### config.mk
export PLATFORM = sky130hd
export DESIGN_NAME = gpr_file_mp_flat
export DESIGN_NICKNAME = d
export VERILOG_FILES = /design/src/rtl/gpr_file_mp_if.sv /design/src/rtl/gpr_file_mp.sv /design/src/flat_wrapper.sv
export SDC_FILE = /design/constraint.sdc
export NUM_CORES = 2
export LEC_CHECK = 0
export CAP_MARGIN = 10
export CELL_PAD_IN_SITES_DETAIL_PLACEMENT = 0
export CELL_PAD_IN_SITES_GLOBAL_PLACEMENT = 1
export CORE_MARGIN = 5
export CORE_UTILIZATION = 52
export DETAILED_ROUTE_END_ITERATION = 10
export GPL_ROUTABILITY_DRIVEN = 0
export PLACE_DENSITY = 0.85
export SYNTH_ARGS = -nofsm -noshare
export SYNTH_HDL_FRONTEND = slang
export SYNTH_SLANG_ARGS = --single-unit
### constraint.sdc
create_clock -name reg_clk_i -period 6.4 [get_ports reg_clk_i]
set_input_delay 1.28 -clock reg_clk_i [delete_from_list [all_inputs] [get_ports reg_clk_i]]
set_output_delay 1.28 -clock reg_clk_i [all_outputs]
set_load 0.05 [all_outputs]
### src/rtl/gpr_file_mp_if.sv
// Bus bundle for gpr_file_mp: write ports, read ports, scoreboard set, flush and init status.
// Decode/writeback drive the master side; the register file takes the slave side.
interface gpr_file_mp_if #(
    parameter int XLEN = 64,
    parameter int AW   = 5,
    parameter int NRD  = 2,
    parameter int NWR  = 1
);
    logic                flush_i;
    logic                init_busy_o;
    logic [NWR-1:0]      wen_i;
    logic [NWR*AW-1:0]   waddr_i;
    logic [NWR*XLEN-1:0] wdata_i;
    logic [NRD-1:0]      ren_i;
    logic [NRD*AW-1:0]   raddr_i;
    logic [NRD*XLEN-1:0] rdata_o;
    logic [NRD-1:0]      rbusy_o;
    logic                pset_i;
    logic [AW-1:0]       pset_addr_i;

    modport master (
        output flush_i, wen_i, waddr_i, wdata_i, ren_i, raddr_i, pset_i, pset_addr_i,
        input  init_busy_o, rdata_o, rbusy_o
    );

    modport slave (
        input  flush_i, wen_i, waddr_i, wdata_i, ren_i, raddr_i, pset_i, pset_addr_i,
        output init_busy_o, rdata_o, rbusy_o
    );
endinterface

### src/rtl/gpr_file_mp.sv
// Multi-port GPR file with x0 hard-wired to zero, optional write-to-read bypass,
// per-register pending bits and a one-register-per-cycle zero-clear after reset or flush.
module gpr_file_mp #(
    parameter int XLEN   = 64,
    parameter int NREG   = 32,
    parameter int NRD    = 2,
    parameter int NWR    = 1,
    parameter int BYPASS = 1
) (
    input  logic         reg_clk_i,
    input  logic         reg_rst_i,
    gpr_file_mp_if.slave bus
);
    localparam int AW = $clog2(NREG);

    generate
        if (XLEN < 1 || NREG < 2 || (NREG & (NREG - 1)) != 0 ||
            NRD < 1 || NRD > 4 || NWR < 1 || NWR > 2 ||
            (BYPASS != 0 && BYPASS != 1)) begin : g_bad_param
            $error("gpr_file_mp: parameter out of range");
        end
    endgenerate

    typedef enum logic {ST_INIT, ST_RUN} state_t;

    state_t          r_state;
    logic [AW-1:0]   r_cnt;
    logic [XLEN-1:0] r_mem [NREG];
    logic [NREG-1:0] r_pend;

    logic            w_run;
    logic [NWR-1:0]  w_wr_acc;
    logic [AW-1:0]   w_waddr [NWR];
    logic [XLEN-1:0] w_wdata [NWR];
    logic [AW-1:0]   w_raddr [NRD];
    logic [XLEN-1:0] w_rdata [NRD];
    logic [NRD-1:0]  w_rbusy;

    assign w_run           = (r_state == ST_RUN);
    assign bus.init_busy_o = (r_state == ST_INIT);
    assign bus.rbusy_o     = w_rbusy;

    for (genvar k = 0; k < NWR; k++) begin : g_wr
        assign w_waddr[k]  = bus.waddr_i[k*AW +: AW];
        assign w_wdata[k]  = bus.wdata_i[k*XLEN +: XLEN];
        assign w_wr_acc[k] = w_run && bus.wen_i[k] && (w_waddr[k] != '0);
    end

    for (genvar k = 0; k < NRD; k++) begin : g_rd
        assign w_raddr[k]                   = bus.raddr_i[k*AW +: AW];
        assign bus.rdata_o[k*XLEN +: XLEN] = w_rdata[k];
    end

    // NOTE: sequential state uses non-blocking assignments only, so every block sees pre-edge values.
    always_ff @(posedge reg_clk_i or posedge reg_rst_i) begin
        if (reg_rst_i) begin
            r_state <= ST_INIT;
            r_cnt   <= AW'(1);
            r_pend  <= '0;
        end else if (bus.flush_i) begin
            r_state <= ST_INIT;
            r_cnt   <= AW'(1);
        end else if (r_state == ST_INIT) begin
            r_pend[r_cnt] <= 1'b0;
            if (r_cnt == AW'(NREG - 1)) begin
                r_state <= ST_RUN;
            end else begin
                r_cnt <= r_cnt + AW'(1);
            end
        end else begin
            for (int k = 0; k < NWR; k++) begin
                if (w_wr_acc[k]) begin
                    r_pend[w_waddr[k]] <= 1'b0;
                end
            end
            // A new producer issued on the same edge outranks the retiring write.
            if (bus.pset_i && (bus.pset_addr_i != '0)) begin
                r_pend[bus.pset_addr_i] <= 1'b1;
            end
        end
    end

    // NOTE: the array has no reset; the clear sequence zeroes it, so it maps onto plain RAM/flops.
    always_ff @(posedge reg_clk_i) begin
        if (r_state == ST_INIT) begin
            r_mem[r_cnt] <= '0;
        end else begin
            // Later ports are applied last, so the highest-index port wins an address clash.
            for (int k = 0; k < NWR; k++) begin
                if (w_wr_acc[k]) begin
                    r_mem[w_waddr[k]] <= w_wdata[k];
                end
            end
        end
    end

    // NOTE: every output of this block gets a default first, so no latch is inferred.
    always_comb begin
        for (int k = 0; k < NRD; k++) begin
            w_rdata[k] = '0;
            w_rbusy[k] = 1'b0;
            if (w_run && bus.ren_i[k] && (w_raddr[k] != '0)) begin
                w_rdata[k] = r_mem[w_raddr[k]];
                w_rbusy[k] = r_pend[w_raddr[k]];
                if (BYPASS != 0) begin
                    for (int j = 0; j < NWR; j++) begin
                        if (w_wr_acc[j] && (w_waddr[j] == w_raddr[k])) begin
                            w_rdata[k] = w_wdata[j];
                            w_rbusy[k] = 1'b0;
                        end
                    end
                end
            end
        end
    end
endmodule

### src/flat_wrapper.sv
// flat-port wrapper written by rule: the top's interface ports become plain ports
module gpr_file_mp_flat 
#(
    parameter int XLEN   = 64,
    parameter int NREG   = 32,
    parameter int NRD    = 2,
    parameter int NWR    = 1,
    parameter int BYPASS = 1
)
  (reg_clk_i, reg_rst_i, bus_flush_i, bus_wen_i, bus_waddr_i, bus_wdata_i, bus_ren_i, bus_raddr_i, bus_pset_i, bus_pset_addr_i, bus_init_busy_o, bus_rdata_o, bus_rbusy_o);
  gpr_file_mp_if #(.XLEN(XLEN), .AW((5)), .NRD(NRD), .NWR(NWR)) bus_i ();
  input  logic reg_clk_i;
  input  logic reg_rst_i;
  input wire logic [$bits(bus_i.flush_i)-1:0] bus_flush_i;
  input wire logic [$bits(bus_i.wen_i)-1:0] bus_wen_i;
  input wire logic [$bits(bus_i.waddr_i)-1:0] bus_waddr_i;
  input wire logic [$bits(bus_i.wdata_i)-1:0] bus_wdata_i;
  input wire logic [$bits(bus_i.ren_i)-1:0] bus_ren_i;
  input wire logic [$bits(bus_i.raddr_i)-1:0] bus_raddr_i;
  input wire logic [$bits(bus_i.pset_i)-1:0] bus_pset_i;
  input wire logic [$bits(bus_i.pset_addr_i)-1:0] bus_pset_addr_i;
  output wire logic [$bits(bus_i.init_busy_o)-1:0] bus_init_busy_o;
  output wire logic [$bits(bus_i.rdata_o)-1:0] bus_rdata_o;
  output wire logic [$bits(bus_i.rbusy_o)-1:0] bus_rbusy_o;
  assign bus_i.flush_i = bus_flush_i;
  assign bus_i.wen_i = bus_wen_i;
  assign bus_i.waddr_i = bus_waddr_i;
  assign bus_i.wdata_i = bus_wdata_i;
  assign bus_i.ren_i = bus_ren_i;
  assign bus_i.raddr_i = bus_raddr_i;
  assign bus_i.pset_i = bus_pset_i;
  assign bus_i.pset_addr_i = bus_pset_addr_i;
  assign bus_init_busy_o = bus_i.init_busy_o;
  assign bus_rdata_o = bus_i.rdata_o;
  assign bus_rbusy_o = bus_i.rbusy_o;
  gpr_file_mp #(.XLEN(XLEN), .NREG(NREG), .NRD(NRD), .NWR(NWR), .BYPASS(BYPASS)) u_core (.reg_clk_i(reg_clk_i), .reg_rst_i(reg_rst_i), .bus(bus_i));
endmodule
==> results.sh <==
export IMPL_grt_max_degree=118
export IMPL_cts_tree="yes"
export IMPL_hp_class="reg -> reg"
export IMPL_nets=5477
export IMPL_cts_resized=0
export IMPL_portBuffers=221
export IMPL_status="completed"
export IMPL_hold_violations=0
export IMPL_root_buffer="clkbuf_16"
export IMPL_r2r_end="u_core.r_mem[9][42]$_DFFE_PP_"
export IMPL_clockBufferDepth=3
export IMPL_syn_area_sq_um=97900
export IMPL_avgSynthCellArea_sq_um=18.9
export IMPL_rrSetupSlack_ns=2.83
export IMPL_crit_buf_inv=4
export IMPL_p_per_area_nw_per_um2=260
export IMPL_drtPass1Iterations=8
export IMPL_ant_nets=0
export IMPL_synth_area_leaders="edfxtp_1 63%, mux4_2 21%, mux2i_1 3.4%, a22oi_1 2.0%, o221ai_1 1.2%"
export IMPL_clock_latency_ns=0.86
export IMPL_dp_hpwl_mm=170
export IMPL_report_final_slew_viol_count=0
export IMPL_coreArea_sq_um=188000
export IMPL_wl_met3_mm=37.0
export IMPL_io_pins=222
export IMPL_grt_antenna_before_repair=5
export IMPL_placed_cells=7667
export IMPL_dr_max_layer_used="met5"
export IMPL_max_freq_ghz=0.163
export IMPL_critPathMostFrequentCell="buf_12"
export IMPL_min_to="u_core.r_pend[18]$_DFFE_PP0N_"
export IMPL_die_area_sq_um=197000
export IMPL_tightest_slew_ns=1.28
export IMPL_wl_per_cell_um=37.7
export IMPL_crit_chain="clkdlybuf4s50_1 > or3_1 > o211ai_2 > nor2_4 > buf_12 > a2111oi_0 > buf_4 > a211o_1 > buf_12"
export IMPL_cp_top_family="compound AO/OA/AOI/OAI gates"
export IMPL_track_usage_pct=30.2
export IMPL_clk_pin_slew_worst_paths_ns=0.06
export IMPL_ys_types=63
export IMPL_async_reset_ff_share_pct=1.82
export IMPL_dieHeight_um=444
export IMPL_arrival_ns=4.87
export IMPL_cp_startpoint="bus_waddr_i[4]"
export IMPL_required_ns=5.12
export IMPL_max_stage_delay_ns=1.00
export IMPL_num_rows=159
export IMPL_clock_skew_ns=0.0315
export IMPL_vias=60431
export IMPL_ys_ff_latch=2086
export IMPL_grt_setup_unrepaired="false"
export IMPL_synth_ff_type="edfxtp_1"
export IMPL_viasPerCell=7.51
export IMPL_layoutNonFillerInstCount=8045
export IMPL_routed_wl_mm=303
export IMPL_holdBufCountCts=0
export IMPL_critical_path_endpoint_type="primary output"
export IMPL_hold_path_depth=2
export IMPL_period_share_pct=96.0
export IMPL_yosys_area_top_type="edfxtp_1"
export IMPL_leakage_nw=34.1
export IMPL_grt_first_pass_wirelength_mm=432
export IMPL_fin_setup_tns_ns=0
export IMPL_setup_viol=0
export IMPL_worstSetupStartpointType="input port"
export IMPL_numCtsBuffers=206
export IMPL_first_global_vias=61353
export IMPL_cap_violations=0
export IMPL_synth_nets=5274
export IMPL_die_w_um=444
export IMPL_route_met2_wl_mm=145
export IMPL_regToRegStartpoint="u_core.r_state$_DFF_PP0_"
export IMPL_yosys_cell_count_top_type="edfxtp_1"
export IMPL_synth_edf_count=2048
export IMPL_initial_core_util_pct=52.2
export IMPL_overflow=0
export IMPL_clock_sinks=2086
export IMPL_cts_setup_buffers=0
export IMPL_drive_gt1_share_pct=29.5
export IMPL_drc=0
export IMPL_crit_type="in -> out"
export IMPL_synthCells=5178
export IMPL_wl_met1_mm=102
export IMPL_ir_worst_vdd_uv=243
export IMPL_hold_slack_ns=0.536
export IMPL_min_from="u_core.r_pend[18]$_DFFE_PP0N_"
export IMPL_htreeDepth=4
export IMPL_synth_common_cells="2048 x edfxtp_1, 911 x mux4_2, 333 x mux2i_1"
export IMPL_area_growth_pct=13.6
export IMPL_period_needed_ns=6.15
export IMPL_synth_warning_count=0
export IMPL_dr_first_iter_drc_count=8500
export IMPL_yosys_area_top_type_share_pct=62.8
export IMPL_relSlewSlack_pct=12.5
export IMPL_cpMaxStageDelayCell="a2111oi_0"
export IMPL_yosysSeqAreaShare_pct=63.8
export IMPL_worstRegToRegCells=6
export IMPL_critPathMaxFanout=25
metal layers:
layer / vias up / track usage, %
met5: - / 0
met4: 4 / 16.0
met3: 1018 / 7.22
met2: 4906 / 48.1
met1: 31440 / 38.8
li1: 23063 / -
metrics by stage:
step                util [%]  setup WS [ns]  instance area, sq um  total power [mW]
global route            59.3          0.179                111000              29.7
CTS                     59.3          0.320                111000              29.0
floorplan                  -          0.571                 97900              16.9
detailed placement      55.9          0.350                105000              17.7
finish                  59.3          0.253                111000              29.0
global placement        55.9          0.328                105000              17.6
cell type report:
cell class,instances,area (sq um)
diodes,2,5.00
clock buffers,247,5310
clock inverters,128,1030
fillers,13133,76300
inverters,10,45.0
multi-input cells,2633,33700
flip-flops and latches,2086,62500
well taps,2495,3120
repair buffers,444,5590
where the power goes:
| part | leakage, nW | internal, mW | switching (mW) |
|---|---|---|---|
| clock | 3.08 | 6.28 | 5.27 |
| sequential | 17.4 | 15.1 | 0.112 |
| combinational | 13.6 | 0.896 | 1.35 |
| total | 34.1 | 22.2 | 6.73 |
tightest hold or removal path, cell delays in order (launching register included):
cell     delay [ns]
dfrtp_1        0.36
o21ai_0        0.08
o21ai_0        0.06
sequential cells by signal, summed over array words and instances, names as in the netlist:
signal	count
u_core.r_mem	2048
u_core.r_state	1
u_core.r_cnt	5
u_core.r_pend	32
kinds of logic (layout without fill, tap and decap cells):
| family | Yosys count | count (layout) | share of synthesized area, % |
|---|---|---|---|
| other cells | 0 | 2 | 0 |
| xor+xnor | 13 | 13 | 0.116 |
| mux | 1244 | 1244 | 24.4 |
| flops | 2086 | 2086 | 63.8 |
| simple gates | 362 | 362 | 1.87 |
| compound gates | 1009 | 1009 | 7.67 |
| buf+inv | 459 | 829 | 2.17 |
| fa+ha+maj | 5 | 5 | 0.0639 |
layout by cell type (no fill, tap or decap), types with 85 or more instances in the layout:
cell / n
a211o_1: 117
a21oi_1: 210
a22oi_1: 266
buf_12: 161
buf_4: 191
clkbuf_16: 206
clkdlybuf4s50_1: 85
edfxtp_1: 2048
mux2i_1: 333
mux4_2: 911
nand2_1: 87
o221ai_1: 134
how the worst max path moves through the flow:
stage	slack, ns	cells after the start	endpoint
finish	0.25	9	bus_rdata_o[20]
floorplan	0.57	7	u_core.r_mem[5][0]$_DFFE_PP_
detailed placement	0.35	9	bus_rdata_o[3]
CTS	0.32	9	bus_rdata_o[3]
global placement	0.33	9	bus_rdata_o[2]
global route	0.18	9	bus_rdata_o[20]
No activity file was read; power rests on OpenSTA's default activity.
